File: config.mk
export PLATFORM = sky130hd
export DESIGN_NAME = regfile_wb_arbiter
export DESIGN_NICKNAME = d
export VERILOG_FILES = /design/src/rtl/rv32i_types_pkg.sv /design/src/rtl/regfile_scoreboard.sv /design/src/rtl/regfile_wb_arbiter.sv
export SDC_FILE = /design/constraint.sdc
export NUM_CORES = 1
export LEC_CHECK = 0
export CAP_MARGIN = 20
export CORE_MARGIN = 2
export CORE_UTILIZATION = 45
export CTS_BUF_LIST = sky130_fd_sc_hd__clkbuf_16
export CTS_CLUSTER_SIZE = 10
export DETAILED_ROUTE_END_ITERATION = 16
export PLACE_DENSITY = 0.88
export SYNTH_ARGS = -nofsm -noshare
export SYNTH_HDL_FRONTEND = slang
export SYNTH_HIERARCHICAL = 1
export SYNTH_SLANG_ARGS = --single-unit
File: constraint.sdc
create_clock -name clk -period 7.05 [get_ports clk]
set_clock_uncertainty 0.1 [all_clocks]
set_input_delay 0.705 -clock clk [delete_from_list [all_inputs] [get_ports clk]]
set_output_delay 0.705 -clock clk [all_outputs]
set_load 0.05 [all_outputs]
File: src/rtl/rv32i_types_pkg.sv
// rtl/rv32i_types_pkg.sv - shared rv32i register-file types and constants
// Purpose: register index width, data width and the writeback grant encoding
//          used by the writeback arbiter and its scoreboard.
// Ports:   none (package).
package rv32i_types;

    localparam int REG_IDX_W = 5;
    localparam int XLEN      = 32;
    localparam int NUM_REGS  = 1 << REG_IDX_W;

    typedef enum logic [1:0] {
        GNT_NONE = 2'd0,
        GNT_PIPE = 2'd1,
        GNT_LONG = 2'd2
    } gnt_e;

endpackage

File: src/rtl/regfile_scoreboard.sv
// rtl/regfile_scoreboard.sv - busy-register scoreboard for long-latency writes
// Purpose: tracks destination registers owned by the multi-cycle unit and
//          stalls decode on any source/destination hazard.
// Ports:   clk, rst (sync, active-high)
//          issue_valid, issue_rs1_s, issue_rs2_s, issue_rd_s, issue_long : decode
//          issue_stall  : decode must hold the instruction
//          clr_en, clr_idx : multi-cycle writeback completing for clr_idx
module regfile_scoreboard
    import rv32i_types::*;
(
    input  logic                 clk,
    input  logic                 rst,
    input  logic                 issue_valid,
    input  logic [REG_IDX_W-1:0] issue_rs1_s,
    input  logic [REG_IDX_W-1:0] issue_rs2_s,
    input  logic [REG_IDX_W-1:0] issue_rd_s,
    input  logic                 issue_long,
    input  logic                 clr_en,
    input  logic [REG_IDX_W-1:0] clr_idx,
    output logic                 issue_stall
);

    logic [NUM_REGS-1:0] busy;
    logic [NUM_REGS-1:0] set_mask;
    logic [NUM_REGS-1:0] clr_mask;

    // Stall looks only at the registered vector, so a completion on this edge
    // releases the hazard one cycle later. x0 is never marked busy.
    assign issue_stall = issue_valid &&
                         (busy[issue_rs1_s] || busy[issue_rs2_s] || busy[issue_rd_s]);

    always_comb begin
        set_mask = '0;
        clr_mask = '0;
        if (issue_valid && !issue_stall && issue_long && (issue_rd_s != '0))
            set_mask[issue_rd_s] = 1'b1;
        if (clr_en)
            clr_mask[clr_idx] = 1'b1;
    end

    // Clear before set: a new owner issued on the completing edge keeps the bit.
    always_ff @(posedge clk) begin
        if (rst)
            busy <= '0;
        else
            busy <= (busy & ~clr_mask) | set_mask;
    end

endmodule

File: src/rtl/regfile_wb_arbiter.sv
// rtl/regfile_wb_arbiter.sv - register-file writeback arbiter with starvation guard
// Purpose: arbitrates the single register-file write port between the pipeline
//          and the multi-cycle unit; pipeline wins unless the multi-cycle unit
//          has lost STARVE_LIMIT consecutive cycles. Hosts the busy scoreboard.
// Config:  REGFILE_WB_ARBITER_STATS_EN adds the conflict_cnt counter.
// Ports:   clk, rst (sync, active-high)
//          issue_valid, issue_rs1_s, issue_rs2_s, issue_rd_s, issue_long, issue_stall
//          p_valid, p_rd_s, p_rd_v, p_ready : pipeline writeback requester
//          m_valid, m_rd_s, m_rd_v, m_ready : multi-cycle writeback requester
//          regf_we, rd_s, rd_v : registered register-file write port
//          conflict_cnt : cycles with both requesters valid
module regfile_wb_arbiter
    import rv32i_types::*;
#(
    parameter int STARVE_LIMIT = 4
) (
    input  logic                 clk,
    input  logic                 rst,
    input  logic                 issue_valid,
    input  logic [REG_IDX_W-1:0] issue_rs1_s,
    input  logic [REG_IDX_W-1:0] issue_rs2_s,
    input  logic [REG_IDX_W-1:0] issue_rd_s,
    input  logic                 issue_long,
    output logic                 issue_stall,
    input  logic                 p_valid,
    input  logic [REG_IDX_W-1:0] p_rd_s,
    input  logic [XLEN-1:0]      p_rd_v,
    output logic                 p_ready,
    input  logic                 m_valid,
    input  logic [REG_IDX_W-1:0] m_rd_s,
    input  logic [XLEN-1:0]      m_rd_v,
    output logic                 m_ready,
    output logic                 regf_we,
    output logic [REG_IDX_W-1:0] rd_s,
    output logic [XLEN-1:0]      rd_v,
    output logic [31:0]          conflict_cnt
);

    logic [3:0] starve_cnt;
    logic       at_limit;
    logic       m_fire;
    gnt_e       gnt;

    assign at_limit = (starve_cnt == 4'(STARVE_LIMIT));
    assign m_ready  = !p_valid || at_limit;
    assign p_ready  = !(m_valid && at_limit);
    assign m_fire   = m_valid && m_ready;

    always_comb begin
        gnt = GNT_NONE;
        if (m_fire)
            gnt = GNT_LONG;
        else if (p_valid && p_ready)
            gnt = GNT_PIPE;
    end

    always_ff @(posedge clk) begin
        if (rst) begin
            starve_cnt <= '0;
        end else if (m_fire) begin
            starve_cnt <= '0;
        end else if (m_valid && !at_limit) begin
            starve_cnt <= starve_cnt + 4'd1;
        end
    end

    // Writes to x0 complete the handshake but never reach the register file.
    always_ff @(posedge clk) begin
        if (rst) begin
            regf_we <= 1'b0;
            rd_s    <= '0;
            rd_v    <= '0;
        end else begin
            case (gnt)
                GNT_LONG: begin
                    regf_we <= (m_rd_s != '0);
                    rd_s    <= m_rd_s;
                    rd_v    <= m_rd_v;
                end
                GNT_PIPE: begin
                    regf_we <= (p_rd_s != '0);
                    rd_s    <= p_rd_s;
                    rd_v    <= p_rd_v;
                end
                default: regf_we <= 1'b0;
            endcase
        end
    end

    regfile_scoreboard u_scoreboard (
        .clk         (clk),
        .rst         (rst),
        .issue_valid (issue_valid),
        .issue_rs1_s (issue_rs1_s),
        .issue_rs2_s (issue_rs2_s),
        .issue_rd_s  (issue_rd_s),
        .issue_long  (issue_long),
        .clr_en      (m_fire),
        .clr_idx     (m_rd_s),
        .issue_stall (issue_stall)
    );

`ifdef REGFILE_WB_ARBITER_STATS_EN
    logic [31:0] conflict_q;

    always_ff @(posedge clk) begin
        if (rst)
            conflict_q <= '0;
        else if (p_valid && m_valid)
            conflict_q <= conflict_q + 32'd1;
    end

    assign conflict_cnt = conflict_q;
`else
    assign conflict_cnt = '0;
`endif

endmodule

==> metrics, run 1 <==
H-tree levels 3; number of fill cells 897; R2R cell count 7; starting DRC count in detailed routing 384; Hold Fails Final Rpt 0; RD Place Congestion 1.03; area growth from synthesis to layout 29.3%; multi-input logic area 3080 sq um; pwr/cell area 184 nW/um^2; Starting Density 46.0%; detail-routed via count per cell 6.02; top area cells in the synthesized netlist dfxtp_1, nand2_1, o211ai_2; R2R Path Start starve_cnt[0]; Fmax 198 MHz; Overflow after GRT 0; pre-CTS setup slack 2140 ps; # hold bufs at CTS 0; largest net degree at the start of global routing 75; num ports 168; final setup margin 2010 ps; CP Launch Point issue_rs2_s[1]; RSZ-0062 raised after global routing false; vias in the first global route 4772; Slew @ Worst Pin 1020 ps; Hold/Removal Path Class flip-flop to flip-flop; final core utilization 59.4%; final setup TNS 0 ps; worst r2r dst u_scoreboard/busy[24]; max_cap viols 0; CTS clk-pin slew, worst paths 50 ps; Peak supply drop 117 uV; full die area 11900 sq um; layout net count 788; post-synthesis adder-cell area fraction 0.505%; Clock Path Buffers 2; complex-gate fraction of the synthesized area 20.6%; register area 1480 sq um; Critical Path End Type output port; drt wl/cell 18.4 um; clk_lat worst skew 340 ps; Worst EP arrival 4240 ps; final period utilization 71.5%; mapped cell area 4960 sq um; n_diodes 0; vias 5029; clk root buf clkbuf_16; Slew HR 32.1%; worst min-delay path startpoint rd_s[2]; initial antenna violation count 0; Cells after Synth 586; Detailed Routing Iterations Pass 1 5; postcts setup bufs 0; Most used DFF post-synth dfxtp_1; CTS tree yes; largest family of logic cells by synthesized area simple AND/OR/NAND/NOR gates; All-Layer GR Usage 25.8%; ys async rst share 0%; Worst EP required 6240 ps; num rows 38; Setup crit start kind input port; outcome complete, no violations; Die Width 109 um; EDFF count, synth 0; Die H 109 um; R2R setup slack 4330 ps; first-pass GRT wire length 24100 um; Worst Setup Path Type input port to output port; Unique masters post-synth 52; Final ANT Viol Nets 0; XOR/XNOR Fraction of Synth Area 0%; dpl hpwl 11000 um; Hold Crit Depth 2; Port Buffers 135; Seq cells post-synth 74; most area-hungry cell type in the Yosys netlist dfxtp_1; WHS Endpoint rd_s[2]; share of the synthesized area in the top cell type 29.9%; TritonCTS Buffers 9; max-slew violations 0; Post-CTS Resized 0; Sink Count 74; Ys Warns 6; post-synthesis mux area share 10.0%; Final Setup Violations 0; Post-Synth Simple-Gate Area 28.5%; largest fanout on the critical path 32; DRC Markers 0; Seq/Total Area, Yosys 29.9%; share of post-route cells with drive strength above 1 10.8%; P_leak 2.35 nW; core area 10800 sq um; Avg Cell Area, Syn 8.46 sq um; final WL 15400 um; Final min period 5040 ps
[registers in the layout, indices dropped and copies added (netlist names)]
| signal | count |
|---|---|
| starve_cnt | 4 |
| u_scoreboard/busy | 32 |
| regf_we | 1 |
| rd_s | 5 |
| rd_v | 32 |
[through the flow]
step	std cells	power [mW]	hold WS [ps]	instance area, sq um
after global routing	836	1.22	394	6410
final	836	1.18	367	6410
after CTS	836	1.19	367	6410
after detailed placement	820	0.767	354	6140
after floorplan	617	0.670	348	5080
after global placement	820	0.761	347	6140
[routing by layer]
| metal | global-route usage (%) | share of wire, % |
|---|---|---|
| met4 | 11.4 | 4.0 |
| met1 | 30.7 | 37 |
| met3 | 8.79 | 11 |
| met5 | 0 | 0 |
| met2 | 42.2 | 47 |
[final cells by class]
type / instances / share of cell area (%)
multi-input cells: 462 / 48.0
flip-flops and latches: 74 / 23.1
repair buffers: 141 / 21.8
clock buffers: 9 / 3.51
well taps: 140 / 2.73
clock inverters: 7 / 0.702
inverters: 3 / 0.176
[layout by cell type (no fill, tap or decap), drive strengths merged, types with 5 or more instances in the layout]
cell type / instances
a21oi: 8
buf: 6
clkbuf: 9
clkdlybuf4s50: 135
conb: 32
dfxtp: 74
inv: 5
mux2: 5
mux2i: 35
nand2: 124
nand2b: 5
nand3: 6
nand3b: 24
nand4: 42
nor2: 10
nor2b: 24
nor3: 5
nor3b: 5
o211ai: 38
o21ai: 16
o22ai: 9
o31ai: 24
o41ai: 7
[power by group]
part	switching (mW)	internal, mW
Clock	0.185	0.237
Sequential	0.0122	0.437
Combinational	0.198	0.114
[kinds of logic (layout without fill, tap and decap cells)]
| kind of cell | after synthesis | in the layout |
|---|---|---|
| compound gates | 117 | 117 |
| buf+inv | 81 | 160 |
| fa+ha+maj | 2 | 2 |
| simple gates | 267 | 267 |
| flops | 74 | 74 |
| other cells | 1 | 32 |
| mux | 44 | 44 |
[Yosys cell counts (4+ instances only)]
master,number
nor2b_1,24
clkbuf_1,12
nor3_1,4
nand4_1,42
mux2i_1,35
nor3b_1,5
nor2_1,10
o211ai_1,8
mux4_2,4
buf_1,6
nand2_1,124
a21oi_1,8
o22ai_1,9
buf_4,35
o31ai_1,23
nand3_1,6
buf_6,8
dfxtp_1,74
nand2b_1,5
o41ai_2,5
or3b_2,4
o211ai_2,30
nand3b_1,24
o21ai_0,16
buf_2,17
a2111oi_0,4
mux2_2,5
[critical path, stage by stage]
cell	delay (ps)
clkdlybuf4s50_1	1070
mux2i_1	170
a22o_1	250
a2111oi_0	450
a22oi_1	130
nand4_1	120
buf_4	350
o21a_1	180
clkdlybuf4s50_1	800
[worst max-delay path by stage]
stage | to | cells past startpoint
after CTS | issue_stall | 9
final | issue_stall | 9
after global routing | issue_stall | 9
after global placement | issue_stall | 8
after floorplan | issue_stall | 8
after detailed placement | issue_stall | 9
No activity file was read; power rests on OpenSTA's default activity.
==> run 2, diff against run 1 <==
--- a/config.mk
+++ b/config.mk
@@ -7,11 +7,11 @@
 export LEC_CHECK = 0
 export CAP_MARGIN = 20
 export CORE_MARGIN = 2
-export CORE_UTILIZATION = 45
+export CORE_UTILIZATION = 42
 export CTS_BUF_LIST = sky130_fd_sc_hd__clkbuf_16
 export CTS_CLUSTER_SIZE = 10
 export DETAILED_ROUTE_END_ITERATION = 16
-export PLACE_DENSITY = 0.88
+export PLACE_DENSITY = 0.87
 export SYNTH_ARGS = -nofsm -noshare
 export SYNTH_HDL_FRONTEND = slang
 export SYNTH_HIERARCHICAL = 1
==> constraint.sdc (replaced) <==
create_clock -name clk -period 4.4 [get_ports clk]
set_clock_uncertainty 0.1 [all_clocks]
set_input_delay 0.44 -clock clk [delete_from_list [all_inputs] [get_ports clk]]
set_output_delay 0.44 -clock clk [all_outputs]
set_load 0.05 [all_outputs]
==> run 2 against run 1 <==
Global-route usage decreased by 2.3 points. Critical endpoint unchanged. Sequential power increased by 60%. Setup slack got worse by 1300 ps. Largest cell class unchanged. Design area increased by 0.29%. Critical path type unchanged. Cell count increased by 0.84%. Sequential share of layout area decreased by 0.067 points. Count of clock-buffer cells in the layout unchanged. First-iteration DRC count increased by 39%.
==> metrics, run 2 (same netlist as run 1, synthesis figures left out) <==
largest fanout on the critical path 14 (-56%); Hold/Removal Path Class flip-flop to flip-flop; Port Buffers 135 (unchanged); Setup crit start kind input port; Post-CTS Resized 0 (unchanged); vias in the first global route 4782 (+0.21%); worst r2r dst rd_v[18]; CP Launch Point issue_rs1_s[1]; Clock Path Buffers 2 (unchanged); clk root buf clkbuf_16; DRC Markers 0 (unchanged); clk_lat worst skew 330 ps (about the same); multi-input logic area 3080 sq um (unchanged); share of post-route cells with drive strength above 1 11.0% (+0.22 points); Worst EP arrival 3170 ps (-1070 ps); Critical Path End Type output port; end of the critical path issue_stall; max_cap viols 0 (unchanged); final setup margin 692 ps (-1320 ps); Overflow after GRT 0 (unchanged); num ports 168 (unchanged); register area 1480 sq um (unchanged); R2R cell count 6 (-1); outcome complete, no violations; Final Setup Violations 0 (unchanged); initial antenna violation count 0 (unchanged); most frequent cells in the layout clkdlybuf4s50_1, nand2_1, dfxtp_1; Placed Cells 828 (+0.98%); Sink Count 74 (unchanged); Final ANT Viol Nets 0 (unchanged); core area 11500 sq um (+6.2%); slowest stage delay, CP 910 ps (-160 ps); detail-routed via count per cell 5.88 (-2.3%); first-pass GRT wire length 24400 um (+1.0%); layout net count 793 (+0.63%); Hold Crit Depth 2 (unchanged); n_diodes 0 (unchanged); Worst EP required 3860 ps (-2380 ps); number of fill cells 1017 (+13%); CP Depth 7 (-2); commonest non-fill, non-tap cell in the layout clkdlybuf4s50_1; RSZ-0062 raised after global routing false; Final Non-Filler Cells 843 (+0.84%); Slew @ Worst Pin 1050 ps (+35.4 ps); All-Layer GR Usage 23.6% (-2.3 points); Worst Setup Path Type input port to output port; Hold Fails Final Rpt 0 (unchanged); Top Family by Delay on Critical Path buffers and inverters; pre-CTS setup slack 723 ps (-1420 ps); num rows 39 (+2.6%); postcts setup bufs 0 (unchanged); pwr/cell area 290 nW/um^2 (+57%); top flop regs rd_v: 32 flops, u_scoreboard/busy: 32 flops, rd_s: 5 flops; area growth from synthesis to layout 29.7%; Fmax 270 MHz; Die H 113 um (+3.4%); P_leak 2.37 nW (+0.89%); Detailed Routing Iterations Pass 1 5 (unchanged); Starting Density 43.3% (-2.7 points); WP buf/inv 2 (-1); overall power 1.86 mW (+58%); CTS clk-pin slew, worst paths 60 ps (about the same); R2R Path Start starve_cnt[0]; drt wl/cell 17.8 um (-3.2%); final WL 15000 um (-2.3%); H-tree levels 3 (unchanged); vias 4957 (-1.4%); CTS tree yes; final setup TNS 0 ps (unchanged); final period utilization 84.3%; Cell Chain, Critical Path clkdlybuf4s50_1 > mux4_2 > mux2i_1 > nor3b_1 > or4_1 > o21a_1 > buf_4; R2R setup slack 1730 ps (-2600 ps); RD Place Congestion 0.919 (-11%); Final min period 3710 ps; max-slew violations 0 (unchanged); largest net degree at the start of global routing 65 (-13%); starting DRC count in detailed routing 535 (+39%); Peak supply drop 221 uV (+89%); Slew HR 29.7% (-2.4 points); full die area 12700 sq um (+6.9%); dpl hpwl 10800 um (-2.0%); CP max stage cell clkdlybuf4s50_1; Die Width 113 um (+3.4%); # hold bufs at CTS 0 (unchanged); TritonCTS Buffers 9 (unchanged)
-- run 2: changes by cell type in the layout (fill, tap and decap cells not counted) --
cell / before / now
buf_4: 6 / 12
clkdlybuf4s50_1: 135 / 134
clkinv_1: 0 / 4
clkinvlp_4: 3 / 0
inv_1: 4 / 3
inv_6: 1 / 0
-- run 2: layout make-up --
class	count	area share (%)
clock buffer	9	3.50
timing repair buffer	146	22.3
inverter	3	0.175
clock inverter	6	0.389
tap	143	2.78
multi-input combinational	462	47.9
sequential	74	23.0
-- run 2: metal layers --
layer	wire, um	track usage (%)
met5	0	0
met4	334	8.37
met1	5830	29.6
met3	1680	7.18
met2	7160	38.3
-- run 2: per-stage QoR --
| step | hold slack, ps | util (%) | cell area [sq um] |
|---|---|---|---|
| floorplan | 348 | - | 5080 |
| global placement | 344 | 53.9 | 6180 |
| detailed placement | 347 | 53.9 | 6180 |
| CTS | 365 | 56.1 | 6430 |
| global route | 385 | 56.1 | 6430 |
| finish | 362 | 56.1 | 6430 |
-- run 2: power breakdown --
group          leakage [nW]  total (mW)  internal [mW]  switching [mW]
Sequential            0.605       0.718          0.701          0.0177
Clock                 0.125       0.643          0.368           0.274
Combinational          1.64       0.504          0.183           0.321
Total                  2.37        1.86           1.25           0.613
-- run 2: tightest hold or removal path, cell delays in order, from the launching register on --
cell	delay, ps
dfxtp_1	320
nand2_1	60
o211ai_2	50
-- run 2: worst min-delay path by stage --
| stage | startpoint | end |
|---|---|---|
| floorplan | u_scoreboard/busy[0] | u_scoreboard/busy[0] |
| global placement | rd_v[28] | rd_v[28] |
| detailed placement | rd_v[26] | rd_v[26] |
| CTS | rd_v[26] | rd_v[26] |
| global route | rd_v[20] | rd_v[20] |
| finish | rd_s[4] | rd_s[4] |
==> run 3, diff against run 2 <==
==> constraint.sdc (replaced) <==
create_clock -name clk -period 3.3 [get_ports clk]
set_clock_uncertainty 0.1 [all_clocks]
set_input_delay 0.33 -clock clk [delete_from_list [all_inputs] [get_ports clk]]
set_output_delay 0.33 -clock clk [all_outputs]
set_load 0.05 [all_outputs]
==> run 3 against run 2 <==
Hold slack lost 0.93 ps. Flip-flop and latch count is the same. Setup slack lost 420 ps. Critical endpoint unchanged. Largest cell class unchanged.
==> metrics, run 3 (same netlist as run 1, synthesis figures left out) <==
postcts setup bufs 0 (unchanged); Placed Cells 830 (+0.24%); Final ANT Viol Nets 0 (unchanged); slowest stage delay, CP 680 ps (-230 ps); overall power 2.84 mW (+52%); CP max stage cell clkdlybuf4s50_1; core area 11500 sq um (unchanged); clk root buf clkbuf_16; layout net count 795 (+0.25%); Final Setup Violations 0 (unchanged); CTS tree yes; P_leak 2.45 nW (+3.1%); cell area after layout 6580 sq um (+2.2%); clk_lat worst skew 340 ps (about the same); full die area 12700 sq um (unchanged); Worst EP required 2870 ps (-990 ps); Setup crit start kind input port; H-tree levels 3 (unchanged); largest fanout on the critical path 10 (-4); Die H 113 um (unchanged); Worst Setup Path Type input port to output port; area growth from synthesis to layout 32.6%; Post-CTS Resized 0 (unchanged); most frequent cells in the layout clkdlybuf4s50_1, nand2_1, dfxtp_1; final WL 14900 um (-0.93%); RD Place Congestion 0.906 (-1.4%); vias 4886 (-1.4%); num rows 39 (unchanged); drt wl/cell 17.6 um (-1.3%); starting DRC count in detailed routing 468 (-13%); final setup TNS 0 ps (unchanged); Cell Chain, Critical Path clkdlybuf4s50_1 > mux4_2 > mux2i_1 > nor3_1 > or4_1 > o21a_1 > buf_4; dpl hpwl 10700 um (-1.4%); Sink Count 74 (unchanged); Overflow after GRT 0 (unchanged); placed cell areas 6210 sq um (+0.40%); Starting Density 43.3% (unchanged); Final Non-Filler Cells 846 (+0.36%); vias in the first global route 4567 (-4.5%); n_diodes 0 (unchanged); top flop regs rd_v: 32 flops, u_scoreboard/busy: 32 flops, rd_s: 5 flops; TritonCTS Buffers 9 (unchanged); Die Width 113 um (unchanged); Fin Hold WS 361 ps (-0.933 ps); initial antenna violation count 0 (unchanged); Worst EP arrival 2590 ps (-580 ps); Top Family by Delay on Critical Path buffers and inverters; final period utilization 91.6%; max_cap viols 0 (unchanged); outcome complete, no violations; Slew @ Worst Pin 1060 ps (+5.22 ps); CTS clk-pin slew, worst paths 60 ps (about the same); Peak supply drop 280 uV (+27%); Final min period 3020 ps; All-Layer GR Usage 22.7% (-0.86 points); Detailed Routing Iterations Pass 1 5 (unchanged); Hold Fails Final Rpt 0 (unchanged); DRC Markers 0 (unchanged); first-pass GRT wire length 23300 um (-4.2%); Slew HR 29.4% (-0.35 points); Hold/Removal Path Class flip-flop to flip-flop; RSZ-0062 raised after global routing false; Fmax 331 MHz; largest net degree at the start of global routing 75 (+15%); Critical Path End Type output port; detail-routed via count per cell 5.78 (-1.8%); pwr/cell area 432 nW/um^2 (+49%); max-slew violations 0 (unchanged); commonest non-fill, non-tap cell in the layout clkdlybuf4s50_1; share of post-route cells with drive strength above 1 12.1% (+1.1 points); # hold bufs at CTS 0 (unchanged); num ports 168 (unchanged); Port Buffers 135 (unchanged); Clock Path Buffers 2 (unchanged); WP buf/inv 2 (unchanged)
-- run 3: cell types whose count changed in the layout (fill, tap and decap cells not counted) --
cell	previous run	this run
bufinv_16	0	4
clkinv_1	4	0
buf_4	12	14
clkdlybuf4s50_1	134	132
buf_12	0	1
clkinv_2	2	1
clkinv_4	0	1
clkinvlp_4	0	1
dlymetal6s2s_1	0	1
-- run 3: area by class of cell --
cell class,count,area [sq um]
Timing Repair Buffer,148,1460
Multi-Input combinational cell,462,3080
Clock inverter,7,141
Sequential cell,74,1480
Clock buffer,9,225
Inverter,3,11.3
Fill cell,972,4890
Tap cell,143,179
-- run 3: per-stage QoR --
step                      util, %  worst slack, ps
after floorplan                 -              640
after global placement       54.1              100
after detailed placement     54.1             87.3
after CTS                    57.3             73.9
after global routing         57.3              186
final                        57.3              276
-- run 3: worst paths after layout --
path | start | endpoint | slack [ps] | cells after the start
min reg2reg | rd_v[19] | rd_v[19] | 360 | 2
max reg2reg | u_scoreboard/busy[1] | u_scoreboard/busy[8] | 820 | 6
max | issue_rs1_s[2] | issue_stall | 280 | 7
min | rd_v[19] | rd_v[19] | 360 | 2
-- run 3: power breakdown --
group | total, mW | internal, mW | leakage (nW) | switching (mW)
Clock | 1.21 | 0.815 | 0.176 | 0.394
Sequential | 0.958 | 0.934 | 0.605 | 0.0240
Combinational | 0.672 | 0.247 | 1.67 | 0.425
Total | 2.84 | 2.00 | 2.45 | 0.843
-- run 3: metal layers --
layer / vias up / routed length, um / global-route usage [%]
met5: - / 0 / 0
met4: 0 / 346 / 7.48
met3: 33 / 1570 / 5.89
met2: 277 / 7020 / 37.1
met1: 2260 / 5940 / 29.3
li1: 2316 / - / -
-- run 3: tightest hold or removal path: stages, from the launching register on --
cell and delay [ps]:
dfxtp_1 320, nand2_1 60, o211ai_2 50
